### src/rtl/y_weight_filter.sv
`default_nettype none
// ============================================================================
// Module : y_weight_filter
// Three-stage Catmull-Rom vertical bicubic weighting with round, clamp,
// valid/ready flow control and a saturating clip-event counter.
// Rev    : 1.0
// ============================================================================
module y_weight_filter #(
    parameter int DATA_W = 8,
    parameter int FRAC_W = 7,
    parameter int CH     = 1,
    parameter int ROUND  = 1
) (
    input  logic                          clk,
    input  logic                          rst,
    input  logic                          in_valid,
    output logic                          in_ready,
    input  logic [1:0]                    phase,
    input  logic [CH*(DATA_W+FRAC_W)-1:0] in_0,
    input  logic [CH*(DATA_W+FRAC_W)-1:0] in_1,
    input  logic [CH*(DATA_W+FRAC_W)-1:0] in_2,
    input  logic [CH*(DATA_W+FRAC_W)-1:0] in_3,
    output logic                          out_valid,
    input  logic                          out_ready,
    output logic [CH*DATA_W-1:0]          out_pix,
    output logic [15:0]                   sat_cnt
);
    localparam int IN_W  = DATA_W + FRAC_W;
    localparam int ACC_W = IN_W + 10;
    localparam int SHIFT = FRAC_W + 7;
    localparam logic signed [ACC_W-1:0] RND_BIAS =
        (ROUND != 0) ? ACC_W'(64'd1 << (SHIFT - 1)) : '0;
    localparam logic signed [ACC_W-1:0] PIX_MAX = ACC_W'((64'd1 << DATA_W) - 64'd1);

    logic          en;
    logic          take;
    logic          v1;
    logic          v2;
    logic [CH-1:0] clip;

    // One global enable: the whole pipe freezes while the output is held.
    assign en       = !out_valid || out_ready;
    assign in_ready = en;
    assign take     = in_valid && en;

    for (genvar c = 0; c < CH; c++) begin : g_ch
        logic signed [ACC_W-1:0] x0, x1, x2, x3;
        logic signed [ACC_W-1:0] m0, m1, m2, m3;
        logic signed [ACC_W-1:0] p0, p1, p2, p3;
        logic signed [ACC_W-1:0] sum, biased, r;
        logic [DATA_W-1:0]       pix_c, pix_q;
        logic                    clip_c;

        assign x0 = ACC_W'(in_0[c*IN_W +: IN_W]);
        assign x1 = ACC_W'(in_1[c*IN_W +: IN_W]);
        assign x2 = ACC_W'(in_2[c*IN_W +: IN_W]);
        assign x3 = ACC_W'(in_3[c*IN_W +: IN_W]);

        // Shift-add forms: 9=8+1, 111=128-16-1, 29=32-2-1, 3=2+1, 72=64+8.
        always_comb begin
            m0 = '0;
            m1 = '0;
            m2 = '0;
            m3 = '0;
            case (phase)
                2'd0: m1 = x1 <<< 7;
                2'd1: begin
                    m0 = -((x0 <<< 3) + x0);
                    m1 = (x1 <<< 7) - (x1 <<< 4) - x1;
                    m2 = (x2 <<< 5) - (x2 <<< 1) - x2;
                    m3 = -((x3 <<< 1) + x3);
                end
                2'd2: begin
                    m0 = -(x0 <<< 3);
                    m1 = (x1 <<< 6) + (x1 <<< 3);
                    m2 = (x2 <<< 6) + (x2 <<< 3);
                    m3 = -(x3 <<< 3);
                end
                default: begin
                    m0 = -((x0 <<< 1) + x0);
                    m1 = (x1 <<< 5) - (x1 <<< 1) - x1;
                    m2 = (x2 <<< 7) - (x2 <<< 4) - x2;
                    m3 = -((x3 <<< 3) + x3);
                end
            endcase
        end

        always_ff @(posedge clk) begin
            if (rst) begin
                p0    <= '0;
                p1    <= '0;
                p2    <= '0;
                p3    <= '0;
                sum   <= '0;
                pix_q <= '0;
            end else if (en) begin
                if (take) begin
                    p0 <= m0;
                    p1 <= m1;
                    p2 <= m2;
                    p3 <= m3;
                end
                if (v1) sum <= p0 + p1 + p2 + p3;
                if (v2) pix_q <= pix_c;
            end
        end

        assign biased = sum + RND_BIAS;
        assign r      = biased >>> SHIFT;

        always_comb begin
            pix_c  = r[DATA_W-1:0];
            clip_c = 1'b0;
            if (r < 0) begin
                pix_c  = '0;
                clip_c = 1'b1;
            end else if (r > PIX_MAX) begin
                pix_c  = '1;
                clip_c = 1'b1;
            end
        end

        assign clip[c]                    = clip_c;
        assign out_pix[c*DATA_W +: DATA_W] = pix_q;
    end

    always_ff @(posedge clk) begin
        if (rst) begin
            v1        <= 1'b0;
            v2        <= 1'b0;
            out_valid <= 1'b0;
            sat_cnt   <= '0;
        end else if (en) begin
            v1        <= in_valid;
            v2        <= v1;
            out_valid <= v2;
            if (v2 && (|clip) && (sat_cnt != 16'hFFFF)) sat_cnt <= sat_cnt + 16'd1;
        end
    end
endmodule
`default_nettype wire
### config.mk
export PLATFORM = sky130hd
export DESIGN_NAME = y_weight_filter
export DESIGN_NICKNAME = d
export VERILOG_FILES = /design/src/rtl/y_weight_filter.sv
export SDC_FILE = /design/constraint.sdc
export NUM_CORES = 1
export LEC_CHECK = 0
export CAP_MARGIN = 20
export CORE_MARGIN = 3
export CORE_UTILIZATION = 50
export CTS_BUF_LIST = sky130_fd_sc_hd__clkbuf_8
export CTS_CLUSTER_DIAMETER = 50
export DETAILED_ROUTE_END_ITERATION = 10
export PLACE_DENSITY = 0.73
export SLEW_MARGIN = 20
export SYNTH_ARGS = -nofsm -noshare
export SYNTH_HDL_FRONTEND = slang
export SYNTH_SLANG_ARGS = --single-unit
### constraint.sdc
create_clock -name clk -period 5.85 [get_ports clk]
set_clock_uncertainty 0.15 [all_clocks]
set_input_delay 1.4625 -clock clk [delete_from_list [all_inputs] [get_ports clk]]
set_output_delay 1.4625 -clock clk [all_outputs]
set_load 0.02 [all_outputs]
==> impl_metrics.tcl, run 1 <==
set metrics [dict create \
    outcome "finished, final reports clean" \
    worstPathMaxFanout 7 \
    fin_crit_ns 5.51 \
    grt_pass1_wl_mm 96.6 \
    wl_per_cell_um 19.4 \
    n_antenna_cell 0 \
    swShare_pct 43.9 \
    drtIter0Drc 1596 \
    antenna_found_initial 0 \
    drv_slew 0 \
    tritoncts "yes" \
    syn_nets 2826 \
    fp.dieW_um 201 \
    ir_drop_uv 148 \
    p_total_mw 4.61 \
    grt_start_max_net_pins 86 \
    start_util_pct 51.2 \
    io_buffers 91 \
    core_mm2 0.0370 \
    min_from "g_ch[0].p1[0]" \
    yosysWarnings 0 \
    layout-drive-gt1-share_pct 6.81 \
    synth_async_sr_flop_share_pct 0 \
    syn_inst 2447 \
    cp.required_ns 6.05 \
    grt_pass1_vias 18330 \
    worstReg2RegEnd "g_ch[0].sum[23]" \
    crit_path_end "g_ch[0].p1[17]" \
    synth_edf_count 0 \
    p_sw_mw 2.03 \
    crit_type "input pin to flip-flop" \
    leakagePower_nw 9.16 \
    clkLatencyLatePin_ns 0.47 \
    combPwrFrac_pct 57.2 \
    cts_resized 0 \
    avgViaCountPerCell 6.23 \
    dieHeight_um 201 \
    io_pins 92 \
    arrival_ns 5.71 \
    fin_crit_sh_pct 94.1 \
    cts_setup_buffers 0 \
    worstSetupEndpointType "flip-flop" \
    mappedNetlistArea_mm2 0.0189 \
    fmaxAchievable_mhz 182 \
    hp-class "flip-flop to flip-flop" \
    cts_buffer_depth 2 \
    grt-ovfl-total 0 \
    start_kind "input pin" \
    power-per-cell-area_mw_per_mm2 217 \
    p_int_mw 2.59 \
    vias 19145 \
    fin_nets 2935 \
    syn_to_final_growth_pct 12.3 \
    dr.pass1.iters 6 \
    final-hold-violation-count 0 \
    place.gp.congestion 0.989 \
    sequentialPowerShare_pct 24.0 \
    ys.flop_type "dfxtp_1" \
    cts_hold_buf 0 \
    r2r-start "g_ch[0].p0[12]" \
    crit_start "in_1[4]" \
    synth_seq_area_share_pct 14.5 \
    grt_usage_pct 28.6 \
    wl_mm 59.7 \
    antenna_left 0 \
    finalSetupTns_ns 0 \
    worst_pin_slew_ns 0.905 \
    avgSynthCellArea_um2 7.74 \
    clock_power_share_pct 18.8 \
    dieArea_mm2 0.0402 \
    relSlewSlack_pct 39.6 \
    synth_seq_cells 137 \
    cts_sinks 137 \
    r2r_cells 12 \
    yosysUniqueCellTypes 89 \
    numCtsBuffers 17 \
    rsz0062_at_grt "false" \
    route.detailed.drc 0 \
    rows 70 \
    htreeDepth 4 \
    maxCapViolations 0 \
    clock-root-buffer "clkbuf_8" \
    setup_viol 0 \
    dp_hpwl_mm 46.9 \
    clk_pin_slew_ns 0.09 \
    reg2reg_setup_slack_ns 1.78 \
]
## stage by stage
| stage | cells | utilization, % | hold WS [ns] | setup slack (ns) | instance area [um2] |
|---|---|---|---|---|---|
| floorplan | 2447 | - | 0.278 | 0.695 | 18900 |
| global placement | 3041 | 56.3 | 0.291 | 0.105 | 20800 |
| detailed placement | 3041 | 56.3 | 0.301 | 0.00311 | 20800 |
| CTS | 3073 | 57.5 | 0.312 | 0.468 | 21300 |
| global route | 3073 | 57.5 | 0.341 | 0.0430 | 21300 |
| finish | 3073 | 57.5 | 0.313 | 0.345 | 21300 |
## sequential cells by signal, indices dropped and copies added (netlist names)
signal	flops
v1	1
out_valid	1
g_ch.p2	24
v2	1
out_pix	8
g_ch.p3	25
g_ch.p1	24
sat_cnt	16
g_ch.p0	25
g_ch.sum	12
## cell usage in the layout, fill, tap and decap left out, types with 49 or more instances in the layout
cell type and count:
nand2_1 165, xor2_1 65, a21o_1 65, nand3_1 70, clkdlybuf4s50_1 88, fa_1 49
nor2_1 203, a21oi_1 251, nor3_1 64, buf_4 93, o21ai_0 148, xnor2_1 165
inv_1 122, ha_1 264, dfxtp_1 137
## kinds of logic (layout without fill, tap and decap cells)
logic type      after synthesis  count (layout)  synth area share, %
compound gates              815             815                 28.1
simple gates                710             710                 18.3
fa+ha+maj                   313             313                 22.6
xor+xnor                    230             230                 10.6
buf+inv                     222             344                 4.42
flops                       137             137                 14.5
mux                          20              20                 1.41
## synthesized netlist by cell type, drive strengths merged (10+ instances only)
cell / number / area, um2
a211oi: 37 / 288
o211ai: 27 / 203
nand2: 166 / 623
and3: 37 / 231
o31ai: 22 / 165
nand3b: 10 / 75.1
nor3: 66 / 340
and2: 15 / 96.3
nand4: 16 / 100
o21ai: 151 / 756
buf: 13 / 52.6
mux2i: 11 / 110
a221oi: 32 / 280
o21a: 37 / 278
nand2b: 28 / 175
nor2: 206 / 773
o22ai: 10 / 62.6
a31oi: 33 / 206
xor2: 65 / 569
a21o: 66 / 497
nand3: 70 / 350
clkbuf: 81 / 304
dfxtp: 137 / 2740
nor2b: 25 / 156
fa: 49 / 981
a22oi: 13 / 97.6
nor4: 10 / 62.6
inv: 122 / 458
ha: 264 / 3300
a21oi: 251 / 1260
xnor2: 165 / 1450
or3: 20 / 135
o21bai: 19 / 143
## worst min-delay path by stage
stage / to / cells past startpoint
final: g_ch[0].p1[0] / 2
after global routing: g_ch[0].p1[0] / 2
after CTS: g_ch[0].p1[0] / 2
after detailed placement: g_ch[0].p1[0] / 2
after global placement: g_ch[0].p2[0] / 2
after floorplan: g_ch[0].p3[0] / 2
## area by class of cell
cell class | instances | area [um2]
clock inverter | 14 | 186
tap | 504 | 631
sequential | 137 | 2740
timing repair buffer | 184 | 1590
inverter | 128 | 480
fill | 3422 | 15700
multi-input combinational | 2088 | 15400
clock buffer | 18 | 248
## critical path: stages
cell             delay [ns]
clkdlybuf4s50_1        0.66
inv_1                  0.14
ha_1                   0.38
a21oi_1                0.25
a21oi_1                0.14
o21ai_0                0.30
a21boi_0               0.27
ha_1                   0.35
and4_1                 0.26
nand2_1                0.06
o2bb2ai_1              0.07
o41ai_1                0.35
buf_4                  0.19
nand2b_1               0.10
nor2_1                 0.13
xor2_1                 0.16
a211oi_1               0.10
o31a_1                 0.33
## metal layers
layer  global-route usage (%)  vias to the layer above  share of wire [%]
li1                         -                     9217                  -
met3                     3.26                      106                6.9
met1                     39.7                     9090                 45
met4                     7.38                        0                2.3
met5                        0                        -                  0
met2                     47.4                      732                 46
## power groups by stage
| stage | clock network (mW) | logic [mW] | registers [mW] |
|---|---|---|---|
| after floorplan | 0 | 1.89 | 1.10 |
| after global placement | 0 | 2.52 | 1.12 |
| after detailed placement | 0 | 2.57 | 1.13 |
| after CTS | 0.869 | 2.59 | 1.10 |
| after global routing | 0.909 | 2.91 | 1.12 |
| final | 0.868 | 2.64 | 1.11 |
Note: power is estimated with default switching activity, not from simulation.
==> run 2: changes to the inputs <==
--- a/config.mk
+++ b/config.mk
@@ -5,7 +5,6 @@
 export SDC_FILE = /design/constraint.sdc
 export NUM_CORES = 1
 export LEC_CHECK = 0
-export CAP_MARGIN = 20
 export CORE_MARGIN = 3
 export CORE_UTILIZATION = 50
 export CTS_BUF_LIST = sky130_fd_sc_hd__clkbuf_8
==> results of run 2 <==
No change in the layout: final DEF, timing and power equal those of run 1.
